[src/rtl/ram64_dma_pkg.sv]
// Shared constants for the ram64 DMA engine and its memory.
// Keeps the address/data widths and state/mode encodings in one place.
package ram64_dma_pkg;
  localparam int RAM_AW = 6;
  localparam int RAM_DW = 16;

  typedef enum logic [1:0] {
    ST_IDLE = 2'd0,
    ST_RD   = 2'd1,
    ST_WR   = 2'd2,
    ST_DONE = 2'd3
  } state_t;

  localparam logic MODE_COPY = 1'b0;
  localparam logic MODE_FILL = 1'b1;
endpackage

[src/rtl/ram64_dma_if.sv]
// Control handshake between a host and the DMA engine: request fields in, status out.
// No backpressure; start is only honoured while the engine is idle.
interface ram64_dma_if
  import ram64_dma_pkg::*;
#(
  parameter int AW = RAM_AW,
  parameter int DW = RAM_DW
);
  logic          start;
  logic          mode;
  logic [AW-1:0] src;
  logic [AW-1:0] dst;
  logic [AW:0]   len;
  logic [DW-1:0] fill;
  logic          busy;
  logic          done;
  logic [AW:0]   words_done;

  modport master (
    output start, mode, src, dst, len, fill,
    input  busy, done, words_done
  );

  modport slave (
    input  start, mode, src, dst, len, fill,
    output busy, done, words_done
  );
endinterface

[src/rtl/ram64_dma_addrgen.sv]
// Base-address registers, word counter and modulo-2**AW address generation.
// Address is valid in the same cycle as the count; counter steps once per written word.
module ram64_dma_addrgen
  import ram64_dma_pkg::*;
#(
  parameter int AW = RAM_AW
) (
  input  logic          clk,
  input  logic          rst_n,
  input  logic          load,
  input  logic [AW-1:0] src,
  input  logic [AW-1:0] dst,
  input  logic [AW:0]   len,
  input  logic          step,
  input  logic          sel_dst,
  output logic [AW-1:0] addr,
  output logic [AW:0]   count,
  output logic          last
);
  localparam logic [AW:0] ONE = 1;

  logic [AW-1:0] src_q;
  logic [AW-1:0] dst_q;
  logic [AW:0]   len_q;
  logic [AW:0]   cnt_q;

  always_ff @(posedge clk or negedge rst_n) begin
    if (!rst_n) begin
      src_q <= '0;
      dst_q <= '0;
      len_q <= '0;
      cnt_q <= '0;
    end else if (load) begin
      src_q <= src;
      dst_q <= dst;
      len_q <= len;
      cnt_q <= '0;
    end else if (step) begin
      cnt_q <= cnt_q + ONE;
    end
  end

  // Truncating to AW bits gives the wrap from 2**AW-1 back to 0.
  assign addr  = (sel_dst ? dst_q : src_q) + cnt_q[AW-1:0];
  assign count = cnt_q;
  assign last  = (cnt_q + ONE) == len_q;
endmodule

[src/rtl/ram64_dma.sv]
// Block copy / fill engine driving one ram64; copy costs 2 cycles per word, fill 1.
// start is only sampled in IDLE; no queuing of requests.
module ram64_dma
  import ram64_dma_pkg::*;
#(
  parameter int AW = RAM_AW,
  parameter int DW = RAM_DW
) (
  input  logic          clk,
  input  logic          rst_n,
  ram64_dma_if.slave    ctl,
  output logic [AW-1:0] mem_addr,
  output logic [DW-1:0] mem_in,
  output logic          mem_load,
  input  logic [DW-1:0] mem_out
);
  state_t        state_q, state_d;
  logic          mode_q;
  logic [DW-1:0] fill_q;
  logic [DW-1:0] buf_q;
  logic [DW-1:0] hold_q;
  logic [DW-1:0] wr_data;
  logic [AW-1:0] ag_addr;
  logic          ag_last;
  logic          accept;

  assign accept = (state_q == ST_IDLE) && ctl.start;

  ram64_dma_addrgen #(.AW(AW)) u_addrgen (
    .clk     (clk),
    .rst_n   (rst_n),
    .load    (accept),
    .src     (ctl.src),
    .dst     (ctl.dst),
    .len     (ctl.len),
    .step    (state_q == ST_WR),
    .sel_dst (state_q == ST_WR),
    .addr    (ag_addr),
    .count   (ctl.words_done),
    .last    (ag_last)
  );

  always_ff @(posedge clk or negedge rst_n) begin
    if (!rst_n) begin
      state_q <= ST_IDLE;
      mode_q  <= MODE_COPY;
      fill_q  <= '0;
      buf_q   <= '0;
      hold_q  <= '0;
    end else begin
      state_q <= state_d;
      if (accept) begin
        mode_q <= ctl.mode;
        fill_q <= ctl.fill;
      end
      if (state_q == ST_RD) buf_q  <= mem_out;
      if (state_q == ST_WR) hold_q <= wr_data;
    end
  end

  always_comb begin
    state_d = state_q;
    case (state_q)
      ST_IDLE: begin
        if (ctl.start) begin
          if (ctl.len == '0)              state_d = ST_DONE;
          else if (ctl.mode == MODE_FILL) state_d = ST_WR;
          else                            state_d = ST_RD;
        end
      end
      ST_RD:   state_d = ST_WR;
      ST_WR: begin
        if (ag_last)                 state_d = ST_DONE;
        else if (mode_q == MODE_FILL) state_d = ST_WR;
        else                         state_d = ST_RD;
      end
      ST_DONE: state_d = ST_IDLE;
      default: state_d = ST_IDLE;
    endcase
  end

  assign wr_data  = (mode_q == MODE_FILL) ? fill_q : buf_q;
  // Outside WR the write-data pins keep the last word presented to the RAM.
  assign mem_in   = (state_q == ST_WR) ? wr_data : hold_q;
  assign mem_load = (state_q == ST_WR);
  assign mem_addr = (state_q == ST_RD || state_q == ST_WR) ? ag_addr : '0;

  assign ctl.busy = (state_q == ST_RD) || (state_q == ST_WR);
  assign ctl.done = (state_q == ST_DONE);
endmodule

[src/flat_wrapper.sv]
// flat-port wrapper written by rule: the top's interface ports become plain ports
module ram64_dma_flat import ram64_dma_pkg::*;
#(
  parameter int AW = RAM_AW,
  parameter int DW = RAM_DW
)
  (clk, rst_n, mem_addr, mem_in, mem_load, mem_out, ctl_start, ctl_mode, ctl_src, ctl_dst, ctl_len, ctl_fill, ctl_busy, ctl_done, ctl_words_done);
  ram64_dma_if #(.AW(AW), .DW(DW)) ctl_i ();
  input  logic clk;
  input  logic rst_n;
  output logic [AW-1:0] mem_addr;
  output logic [DW-1:0] mem_in;
  output logic mem_load;
  input  logic [DW-1:0] mem_out;
  input wire logic [$bits(ctl_i.start)-1:0] ctl_start;
  input wire logic [$bits(ctl_i.mode)-1:0] ctl_mode;
  input wire logic [$bits(ctl_i.src)-1:0] ctl_src;
  input wire logic [$bits(ctl_i.dst)-1:0] ctl_dst;
  input wire logic [$bits(ctl_i.len)-1:0] ctl_len;
  input wire logic [$bits(ctl_i.fill)-1:0] ctl_fill;
  output wire logic [$bits(ctl_i.busy)-1:0] ctl_busy;
  output wire logic [$bits(ctl_i.done)-1:0] ctl_done;
  output wire logic [$bits(ctl_i.words_done)-1:0] ctl_words_done;
  assign ctl_i.start = ctl_start;
  assign ctl_i.mode = ctl_mode;
  assign ctl_i.src = ctl_src;
  assign ctl_i.dst = ctl_dst;
  assign ctl_i.len = ctl_len;
  assign ctl_i.fill = ctl_fill;
  assign ctl_busy = ctl_i.busy;
  assign ctl_done = ctl_i.done;
  assign ctl_words_done = ctl_i.words_done;
  ram64_dma #(.AW(AW), .DW(DW)) u_core (.clk(clk), .rst_n(rst_n), .ctl(ctl_i), .mem_addr(mem_addr), .mem_in(mem_in), .mem_load(mem_load), .mem_out(mem_out));
endmodule
[config.mk]
export PLATFORM = sky130hd
export DESIGN_NAME = ram64_dma_flat
export DESIGN_NICKNAME = d
export VERILOG_FILES = /design/src/rtl/ram64_dma_pkg.sv /design/src/rtl/ram64_dma_if.sv /design/src/rtl/ram64_dma_addrgen.sv /design/src/rtl/ram64_dma.sv /design/src/flat_wrapper.sv
export SDC_FILE = /design/constraint.sdc
export NUM_CORES = 1
export LEC_CHECK = 0
export ABC_AREA = 1
export CAP_MARGIN = 20
export CORE_MARGIN = 1
export CORE_UTILIZATION = 30
export CTS_CLUSTER_DIAMETER = 150
export DETAILED_ROUTE_END_ITERATION = 6
export SLEW_MARGIN = 20
export SYNTH_ARGS = -nofsm -noshare
export SYNTH_HDL_FRONTEND = slang
export SYNTH_SLANG_ARGS = --single-unit
[constraint.sdc]
create_clock -name clk -period 7.71 [get_ports clk]
set_input_delay 0.771 -clock clk [delete_from_list [all_inputs] [get_ports clk]]
set_output_delay 0.771 -clock clk [all_outputs]
set_load 0.02 [all_outputs]
Word-level counts from Yosys, hierarchy flattened:

Cells that the tools add are included.

* logic and storage cells: 33
* bits of input ports: 55
* bits in registers: 77
* output and inout bits: 32

* reductions and logical operators: 5
* muxes and demuxes: 12
* eq/ne operators: 5
* add/subtract/negate cells: 2

Operator list (number)
* 2-to-1 mux 16 bit: 2
* 2-to-1 mux 7 bit: 2
* 2-to-1 mux 6 bit: 2
* 2-to-1 mux 2 bit: 5
* case mux 2 bit (4 select lines): 1
* adder 7 x 1 -> 7 bit (second input constant): 1
* == test 7 bit: 1
* logical NOT 7 bit: 1
* adder 6 bit: 1
* == test 2 bit (second input constant): 2
* == test 2 x 1 -> 1 bit (second input constant): 1
* logical NOT 2 bit: 1
* != test 2 bit (second input constant): 1
* nonzero test 2 bit: 1
* logical AND 1 bit: 1
* logical OR 1 bit: 1

Depth between registers and ports, before layout:

Gate-level depths: netlist of the first run.

* depth after elaboration: 4
* mapped depth: 15
* gate-level depth less buffers: 13

Modules after synthesis:

From an unflattened synthesis of the first run, not the netlist that was laid out.

* cells, all modules: 469
* area total of the unflattened synthesis: 3742.3 µm²

Modules (own cells, without submodules)
* ram64_dma: instances 1, cells each 273, area an instance 2263.4 µm², seq. area each 1276.2 µm²
* ram64_dma_addrgen: instances 1, cells each 196, area an instance 1478.9 µm², seq. area each 650.6 µm²

Least setup slack after synthesis of the first run:

OpenSTA, ideal clock, no wires.

* path type: register to output
* start point: register u_core.state_q[0]
* end point: output port mem_addr[4]
* slack: 4.289 ns
* arrival time: 2.650 ns
* cell stages (with the launch flop): 15
* cell sequence: dfrtp_1 inv_1 ha_1 clkbuf_1 inv_2 clkbuf_1 nand2_1 nand2_1 ha_1 fa_1 nand2_1 inv_1 o21ai_0 nand2_1 a21oi_1

* longest elaborated chain between the ends: 4
* elaborated cells on any way between the ends: 6
* those cells by class: add/sub: 1; eq/ne: 2; mux: 2; reduce/logical: 1

Ends and longest elaborated chain
* from (decl): RTL line ram64_dma.sv:17 `state_t state_q, state_d;`
* from (signal assigned): RTL line ram64_dma.sv:51 `state_q <= state_d;`
* == test 2 bit *
* net mem_load: RTL line flat_wrapper.sv:13 `output logic mem_load;`
* 2-to-1 mux 6 bit: RTL line ram64_dma_addrgen.sv:44 `assign addr = (sel_dst ? dst_q : src_q) + cnt_q[AW-1:0];`
* adder 6 bit: RTL line ram64_dma_addrgen.sv:44
* 2-to-1 mux 6 bit *: RTL line ram64_dma.sv:86 `assign mem_addr = (state_q == ST_RD || state_q == ST_WR) ? ag_addr : '0;`
* to (decl): RTL line flat_wrapper.sv:11 `output logic [AW-1:0] mem_addr;`

Mark *: on every way through the listed nets, which the timed path passes. The rest lies on a longest branch.

Worst setup path in the final report of the first run:

* start point: register u_core.state_q[0]
* end point: output port mem_addr[4]

* longest elaborated chain between the ends: 4
* elaborated cells on any way between the ends: 6
* those cells by class: add/sub: 1; eq/ne: 2; mux: 2; reduce/logical: 1

Ends and longest elaborated chain (RTL line)
* == test 2 bit: ram64_dma.sv:37, ram64_dma.sv:86
* 2-to-1 mux 6 bit: ram64_dma_addrgen.sv:44
* adder 6 bit: ram64_dma_addrgen.sv:44
* 2-to-1 mux 6 bit *: ram64_dma.sv:86

Every way passes the cells marked *; elsewhere a longest branch is shown, timed or not.

==> flow_summary.yaml, run 1 <==
timing:
  rsz0062_at_grt: "false"
  slew_violations: 0
  skew_ps: 8.391
  finalSetupTns_ps: 0
  max_freq_ghz: 0.2118
  finalCriticalPeriod_ps: 4721
  setup_viol: 0
  tightest_slew_ps: 1033
  period_share: 0.6123
  slew_headroom: 0.3092
  hold_viol_final: 0
global_routing:
  grt-ovfl-total: 0
  grt_pass1_vias: 3042
  grt_pass1_wl_um: 14470
  grt_start_max_net_pins: 78
  grt_usage: 0.1447
  antenna_found_initial: 0
layout:
  n_antenna_cell: 0
  nNetsFinal: 556
  area_delta_synth_final_pct: 35.53
  drive_gt1_frac: 0.1194
setup_path:
  worstSetupStartpointType: "register"
  r2r_slack_ps: 5400
  r2r-end: "u_core.u_addrgen.count[5]$_DFFE_PN0P_"
  endpoint: "mem_addr[4]"
  arrival_ps: 3950
  worst-r2r-cell-count: 5
  worstReg2RegStart: "u_core.state_q[0]$_DFFE_PN0P_"
  critPathMaxFanout: 27
  crit_required_ps: 6940
  cp-end-kind: "primary output"
  criticalPathCategory: "reg -> out"
  critPathLaunch: "u_core.state_q[0]$_DFFE_PN0P_"
cts:
  clock_path_buffers: 2
  cts.htree.levels: 3
  cts_tree: "yes"
  clock_latency_ps: 330
  path_clk_slew_ps: 60
  ctsResizeCount: 0
  cts_setup_buffers: 0
  ctsRootBufferMaster: "clkbuf_16"
  numCtsBuffers: 9
  cts_sinks: 77
  cts_hold_buf: 0
floorplanning:
  die_h_um: 112.5
  die_area_um2: 12650
  initial_core_util: 0.3140
  die_w_um: 112.5
  io-pin-count: 87
  rows: 39
  core_um2: 11660
drt:
  drt_iter0_drc: 162
  routed_wl_um: 8717
  drc: 0
  drtAntennaViolNets: 0
  drtPass1Iterations: 4
  avgViaCountPerCell: 4.637
  num_vias: 2954
  wl_per_cell_um: 13.68
yosys:
  ys_warn_count: 0
  yosys_register_bits: 77
  ys_types: 26
  synthCells: 407
  syn_area_um2: 3662
  synth.avg_cell_area_um2: 8.998
  yosysSeqAreaShare: 0.5261
  synth_nets: 474
pwr:
  p_seq_frac: 0.322
  power.internal_mw: 1.328
  p_sw_uw: 873.9
  p_sw_frac: 0.3969
  irDropWorstVdd_uv: 258.9
  pwr-share-clk: 0.192
  power.density_nw_per_um2: 443.6
  power_frac_comb: 0.487
  p_leak_nw: 2.313
  total_power_mw: 2.202
flow_run:
  maxCapViolations: 0
placed_design:
  hpwl_um: 6118
  gp_congestion: 0.8338
  port_buffers: 86
hold_path:
  min_path_type: "in -> async"
outcome:
  status: "finished, final reports clean"
## power by group through the flow
stage,logic [mW],registers [mW],clock network [mW]
after floorplan,0.696,0.681,0
after global placement,1.06,0.710,0
after detailed placement,1.08,0.717,0
after CTS,1.08,0.710,0.434
after global routing,1.20,0.734,0.448
final,1.07,0.709,0.422
## per-stage QoR
| stage | std cells | setup slack [ps] | util | area [um2] | hold slack, ps |
|---|---|---|---|---|---|
| final | 637 | 2989 | 0.4256 | 4964 | 370.3 |
| after global routing | 637 | 2623 | 0.4256 | 4964 | 397.8 |
| after CTS | 636 | 2960 | 0.4232 | 4936 | 469.4 |
| after detailed placement | 620 | 3327 | 0.3974 | 4634 | 453.9 |
| after global placement | 620 | 3449 | 0.3974 | 4634 | 448.6 |
| after floorplan | 407 | 4289 | - | 3662 | 436.6 |
## routing by layer
metal / global-route usage / up-vias / share of wire
met5: 0 / - / 0
met3: 0.03186 / 11 / 0.059
met4: 0.04889 / 0 / 0.016
met1: 0.1884 / 1364 / 0.47
met2: 0.2385 / 101 / 0.46
li1: - / 1478 / -
## worst min-delay path by stage
stage	startpoint	endpoint	slack (ps)	cells after the start
global placement	u_core.buf_q[11]$_DFFE_PN0P_	u_core.buf_q[11]$_DFFE_PN0P_	450	2
global route	rst_n	u_core.u_addrgen.count[4]$_DFFE_PN0P_	400	1
CTS	u_core.buf_q[11]$_DFFE_PN0P_	u_core.buf_q[11]$_DFFE_PN0P_	470	2
floorplan	u_core.buf_q[0]$_DFFE_PN0P_	u_core.buf_q[0]$_DFFE_PN0P_	440	2
finish	rst_n	u_core.u_addrgen.count[4]$_DFFE_PN0P_	370	1
detailed placement	u_core.buf_q[11]$_DFFE_PN0P_	u_core.buf_q[11]$_DFFE_PN0P_	450	2
## layout by cell type (no fill, tap or decap), types with 2 or more instances in the layout
cell,netlist,layout
a21oi_2,2,2
a21oi_1,5,5
clkinv_4,0,3
nor2_1,29,29
o21ai_0,32,32
inv_1,26,26
inv_2,2,2
mux2_2,28,28
o22ai_1,5,5
clkdlybuf4s50_1,0,85
dfrtp_1,77,77
nand2_1,129,128
o21ai_1,14,14
xor2_1,2,2
clkbuf_16,0,9
nand2_2,7,8
nand3b_1,3,3
ha_1,11,11
nand3_1,11,11
## registers in the layout (all words and copies together), names as in the netlist
| register | flops |
|---|---|
| u_core.buf_q | 16 |
| u_core.fill_q | 16 |
| u_core.hold_q | 16 |
| u_core.u_addrgen.count | 7 |
| u_core.u_addrgen.len_q | 7 |
| u_core.u_addrgen.dst_q | 6 |
| u_core.u_addrgen.src_q | 6 |
| u_core.state_q | 2 |
| u_core.mode_q | 1 |
## area by class of cell
type / instances / area, um2
tap: 143 / 178.9
sequential: 77 / 1927
multi-input combinational: 285 / 1562
clock inverter: 6 / 72.57
timing repair buffer: 87 / 885.9
fill: 1150 / 6699
clock buffer: 10 / 229.0
inverter: 29 / 108.9
## cells in the mapped netlist (all sizes together)
cell	count	area [um2]
nand4	1	6.260
dfrtp	77	1927
mux2	28	315.3
o21ai	46	230.2
clkbuf	10	37.54
o22ai	5	31.28
a21oi	7	42.54
o211a	1	10.01
nand2	136	528.0
nand3	11	55.05
ha	11	137.6
nand3b	3	22.52
xor2	2	17.52
buf	6	30.03
clkinv	1	3.750
nor2	31	126.4
inv	28	105.1
fa	1	20.02
a21o	1	7.510
xnor2	1	8.760
## logic make-up (layout without fill, tap and decap cells)
| kind of cell | after synthesis | after routing | share of synthesized area |
|---|---|---|---|
| simple gates | 182 | 182 | 0.2016 |
| flops | 77 | 77 | 0.5261 |
| compound gates | 60 | 60 | 0.08780 |
| buf+inv | 45 | 132 | 0.04817 |
| mux | 28 | 28 | 0.08609 |
| fa+ha+maj | 12 | 12 | 0.04305 |
| xor+xnor | 3 | 3 | 0.007176 |
## worst max-delay path, cell delays in order (launching register included)
cell             delay (ps)
dfrtp_1                 410
inv_1                   110
ha_1                    760
inv_2                   420
nand2_1                 140
nand2_1                  70
ha_1                    210
fa_1                    380
nand2_1                  70
inv_1                    50
o21ai_0                 140
nand2_1                  90
a21oi_1                 150
clkdlybuf4s50_1         620
Note: power is estimated with default switching activity, not from simulation.
==> inputs of run 2 (changes only) <==
clock period = 4.52 ns   (was 7.71 ns; I/O delays follow)
==> run 2 against run 1 <==
Register-to-register slack got worse by 3200 ps; die area did not move; first-iteration DRC count fell by 46%; clock power increased by 87%; sequential power grew 71%; global-route usage is 0.051 points higher; utilization up 0.33 points; critical path type unchanged; critical endpoint unchanged; largest power group unchanged; highest routed layer unchanged.
==> flow_summary.yaml, run 2 (same netlist as run 1, synthesis figures left out) <==
floorplanning:
  core_um2: 11660
  io-pin-count: 87
  die_area_um2: 12650
  die_w_um: 112.5
  rows: 39
  die_h_um: 112.5
  initial_core_util: 0.3140
setup_path:
  slowest_stage: "clkdlybuf4s50_1"
  max_stage_delay_ps: 620
  crit_family: "buffers and inverters"
  cp.depth: 13
  critPathMaxFanout: 25
  path_cells: "inv_1 > ha_1 > inv_2 > nand2_1 > nand2_1 > ha_1 > fa_1 > nand2_1 > inv_1 > o21ai_0 > nand2_1 > a21oi_1 > clkdlybuf4s50_1"
  arrival_ps: 3390
  worst-r2r-cell-count: 5
  cp-end-kind: "primary output"
  criticalPathCategory: "reg -> out"
  worst-path-buf-inv: 4
  cpMostUsedCell: "nand2_1"
  crit_required_ps: 4070
  worstSetupStartpointType: "register"
placed_design:
  place_ws_ps: 1046
  gp_congestion: 0.8284
  hpwl_um: 6322
  dp.cells: 621
  port_buffers: 86
drt:
  num_vias: 2958
  drtPass1Iterations: 4
  drtAntennaViolNets: 0
  routed_wl_um: 8809
  avgViaCountPerCell: 4.636
  drc: 0
  wl_per_cell_um: 13.81
  drt_iter0_drc: 87
layout:
  n_fill_cell: 1165
  multi_input_area_um2: 1562
  area_delta_synth_final_pct: 36.59
  finalNonFillerCells: 638
  drive_gt1_frac: 0.1232
  top_regs: "u_core.buf_q: 16 flops, u_core.fill_q: 16 flops, u_core.hold_q: 16 flops"
  layout_common_cells: "nand2_1, clkdlybuf4s50_1, dfrtp_1, o21ai_0, nor2_1"
  n_antenna_cell: 0
  nNetsFinal: 557
  ff_latch_area_um2: 1927
  final_common_cell: "nand2_1"
cts:
  ctsResizeCount: 0
  cts_sinks: 77
  ctsRootBufferMaster: "clkbuf_16"
  cts.htree.levels: 3
  cts_hold_buf: 0
  clock_path_buffers: 2
  path_clk_slew_ps: 60
  numCtsBuffers: 9
  cts_setup_buffers: 0
  clock_latency_ps: 330
  cts_tree: "yes"
timing:
  tightest_slew_ps: 1018
  worst_slack_ps: 682.7
  hold-worst-slack_ps: 19.43
  hold_viol_final: 0
  slew_violations: 0
  setup_viol: 0
  slew_headroom: 0.3190
  skew_ps: 8.789
  period_share: 0.8490
  max_freq_ghz: 0.2606
  finalCriticalPeriod_ps: 3837
  finalSetupTns_ps: 0
  rsz0062_at_grt: "false"
pwr:
  p_seq_frac: 0.315
  irDropWorstVdd_uv: 328.0
  power_frac_comb: 0.479
  p_leak_nw: 2.335
  p_sw_mw: 1.504
  pwr-share-clk: 0.206
  total_power_mw: 3.843
  power.density_nw_per_um2: 768.3
  power.internal_mw: 2.340
  p_sw_frac: 0.3913
global_routing:
  grt-ovfl-total: 0
  grt_pass1_wl_um: 14430
  antenna_found_initial: 0
  grt_pass1_vias: 2978
  grt_usage: 0.1452
  grt_start_max_net_pins: 78
outcome:
  status: "finished, final reports clean"
hold_path:
  min_path_type: "in -> async"
flow_run:
  maxCapViolations: 0
-- run 2: layout make-up --
| class | instances | share of cell area |
|---|---|---|
| clock buffer | 10 | 0.04777 |
| clock inverter | 6 | 0.01876 |
| inverter | 29 | 0.02176 |
| multi-input combinational | 285 | 0.3122 |
| sequential | 77 | 0.3852 |
| tap | 143 | 0.03577 |
| timing repair buffer | 88 | 0.1786 |
-- run 2: power by group through the flow --
stage          Combinational, mW  Sequential (mW)  Clock (mW)
2_1_floorplan               1.19             1.16           0
3_3_place_gp                1.83             1.21           0
3_5_place_dp                1.86             1.22           0
4_1_cts                     1.87             1.21       0.808
5_1_grt                     2.05             1.25       0.839
6_report                    1.84             1.21       0.791
-- run 2: worst paths after layout --
check / startpoint / endpoint / slack [ps]
setup / recovery: u_core.state_q[0]$_DFFE_PN0P_ / mem_addr[4] / 680
hold / removal: rst_n / u_core.u_addrgen.count[2]$_DFFE_PN0P_ / 20
setup reg to reg: u_core.state_q[1]$_DFFE_PN0P_ / u_core.state_q[1]$_DFFE_PN0P_ / 2180
hold reg to reg: u_core.buf_q[5]$_DFFE_PN0P_ / u_core.buf_q[5]$_DFFE_PN0P_ / 470
max in group asynchronous: rst_n / u_core.buf_q[15]$_DFFE_PN0P_ / 3930
min in group clk: u_core.buf_q[5]$_DFFE_PN0P_ / u_core.buf_q[5]$_DFFE_PN0P_ / 470
-- run 2: stage by stage --
stage                     instance area, um2    util
after floorplan                         3662       -
after global placement                  4642  0.3980
after detailed placement                4642  0.3980
after CTS                               4975  0.4266
after global routing                    5002  0.4289
final                                   5002  0.4289
-- run 2: worst reg2reg max path: cells and delay by family, from the launching register on --
family | cells | cell delay (ps)
buffers and inverters | 2 | 760
AO/OA/AOI/OAI | 2 | 540
adder cells (fa/ha/maj) | 1 | 560
flip-flops | 1 | 410
-- run 2: metal layers --
metal / track usage / vias to the layer above / wire length (um)
li1: - / 1477 / -
met5: 0 / - / 0
met4: 0.03200 / 0 / 68
met2: 0.2381 / 84 / 4122
met1: 0.1959 / 1387 / 4201
met3: 0.03294 / 10 / 417
==> inputs of run 3 (changes only) <==
clock period = 3.7 ns   (was 4.52 ns; I/O delays follow)
==> run 3 against run 2 <==
Clock skew fell by 4.3 ps; flip-flop and latch count unchanged; worst hold slack gained 40 ps; cell area down 0.28%; largest cell class unchanged; combinational power up 23%; global-route usage increased by 0.24 points; via count up 1.1%; clock-buffer cell count stayed put; clock power grew 20%.
==> flow_summary.yaml, run 3 (same netlist as run 1, synthesis figures left out) <==
cts:
  clock_latency_ps: 330
  path_clk_slew_ps: 60
  cts_tree: "yes"
  numCtsBuffers: 9
  cts_setup_buffers: 0
  cts.htree.levels: 3
  ctsRootBufferMaster: "clkbuf_16"
  clock_path_buffers: 2
  cts_sinks: 77
placed_design:
  place_ws_ps: 454.7
  gp_congestion: 0.8590
  hpwl_um: 6240
  dpl_cell_area_um2: 4649
  port_buffers: 86
floorplanning:
  io-pin-count: 87
  initial_core_util: 0.3140
  core_um2: 11660
  die_h_um: 112.5
  die_w_um: 112.5
  rows: 39
  die_area_um2: 12650
layout:
  area_delta_synth_final_pct: 36.21
  drive_gt1_frac: 0.1232
  n_antenna_cell: 0
  fin_util: 0.4277
  final_common_cell: "nand2_1"
  top_regs: "u_core.buf_q: 16 flops, u_core.fill_q: 16 flops, u_core.hold_q: 16 flops"
  fin_area_um2: 4989
  ff_latch_area_um2: 1927
  nNetsFinal: 557
  n_fill_cell: 1134
  layout_common_cells: "nand2_1, clkdlybuf4s50_1, dfrtp_1, o21ai_0, nor2_1"
  multi_input_area_um2: 1574
pwr:
  irDropWorstVdd_uv: 528.8
  power.density_nw_per_um2: 942.1
  p_leak_nw: 2.322
flow_run:
  maxCapViolations: 0
outcome:
  status: "finished, final reports clean"
drt:
  routed_wl_um: 8918
  drt_iter0_drc: 98
  drtPass1Iterations: 4
  drc: 0
  wl_per_cell_um: 13.98
  num_vias: 2990
  drtAntennaViolNets: 0
  avgViaCountPerCell: 4.687
timing:
  hold-worst-slack_ps: 59.32
  tightest_slew_ps: 1020
  period_share: 0.9239
  hold_viol_final: 0
  slew_headroom: 0.3176
  skew_ps: 4.499
  finalSetupTns_ps: 0
  slew_violations: 0
  rsz0062_at_grt: "false"
  max_freq_ghz: 0.2925
  setup_viol: 0
  finalCriticalPeriod_ps: 3418
  worst_slack_ps: 281.7
global_routing:
  grt_pass1_wl_um: 14520
  grt-ovfl-total: 0
  grt_pass1_vias: 2979
  grt_usage: 0.1476
  grt_start_max_net_pins: 78
  antenna_found_initial: 0
setup_path:
  critPathMaxFanout: 11
  path_cells: "inv_1 > ha_4 > inv_2 > nand2_1 > nand2_1 > ha_1 > fa_1 > nand2_1 > inv_1 > o21ai_0 > nand2_1 > o21ai_0 > a21oi_1 > clkdlybuf4s50_1"
  arrival_ps: 3050
  slowest_stage: "clkdlybuf4s50_1"
  cp-end-kind: "primary output"
  worstSetupStartpointType: "register"
  cpMostUsedCell: "nand2_1"
  max_stage_delay_ps: 540
  crit_required_ps: 3330
  criticalPathCategory: "reg -> out"
hold_path:
  min_path_type: "in -> async"
==> run 3: layer usage <==
metal	share of wire	wire length (um)	vias up	global-route usage
met1	0.47	4213	1410	0.1976
li1	-	-	1478	-
met4	0.010	91	0	0.04089
met5	0	0	-	0
met3	0.061	541	10	0.04158
met2	0.46	4072	92	0.2340
==> run 3: critical path: cells and delay by family (launching register included) <==
family | cells | cell delay, ps
buffers and inverters | 4 | 830
adder cells (fa/ha/maj) | 3 | 810
flip-flops | 1 | 410
AO/OA/AOI/OAI | 3 | 390
AND/OR/NAND/NOR | 4 | 280
==> run 3: final timing paths <==
check,start,end,slack (ps),cells after the start
max,u_core.state_q[0]$_DFFE_PN0P_,mem_addr[4],280,14
min,rst_n,u_core.u_addrgen.count[4]$_DFFE_PN0P_,60,1
max reg2reg,u_core.state_q[1]$_DFFE_PN0P_,u_core.state_q[1]$_DFFE_PN0P_,1320,5
min reg2reg,u_core.buf_q[2]$_DFFE_PN0P_,u_core.buf_q[2]$_DFFE_PN0P_,460,2
max in group asynchronous,rst_n,u_core.u_addrgen.dst_q[2]$_DFFE_PN0P_,3150,1
min in group clk,u_core.buf_q[2]$_DFFE_PN0P_,u_core.buf_q[2]$_DFFE_PN0P_,460,2
==> run 3: cell type report <==
cell class / count / share of cell area
Inverter: 29 / 0.02182
Clock inverter: 6 / 0.01881
Timing Repair Buffer: 88 / 0.1758
Sequential cell: 77 / 0.3863
Tap cell: 143 / 0.03587
Multi-Input combinational cell: 285 / 0.3155
Clock buffer: 10 / 0.04590
==> run 3: repair_timing <==
item / CTS / global route
gates resized for setup: 0 / 2
endpoints found under the setup margin: 0 / 1
hold buffers: 0 / 0
==> run 3: per-stage QoR <==
step | power [mW] | std cells
floorplan | 2.868 | 407
global placement | 3.718 | 622
detailed placement | 3.771 | 622
CTS | 4.743 | 638
global route | 5.055 | 638
finish | 4.700 | 638
==> run 3: power breakdown <==
| group | leakage, nW | switching [mW] | internal, mW | total [mW] |
|---|---|---|---|---|
| clock network | 0.154 | 0.350 | 0.597 | 0.947 |
| registers | 0.941 | 0.243 | 1.24 | 1.49 |
| logic | 1.23 | 1.25 | 1.01 | 2.27 |
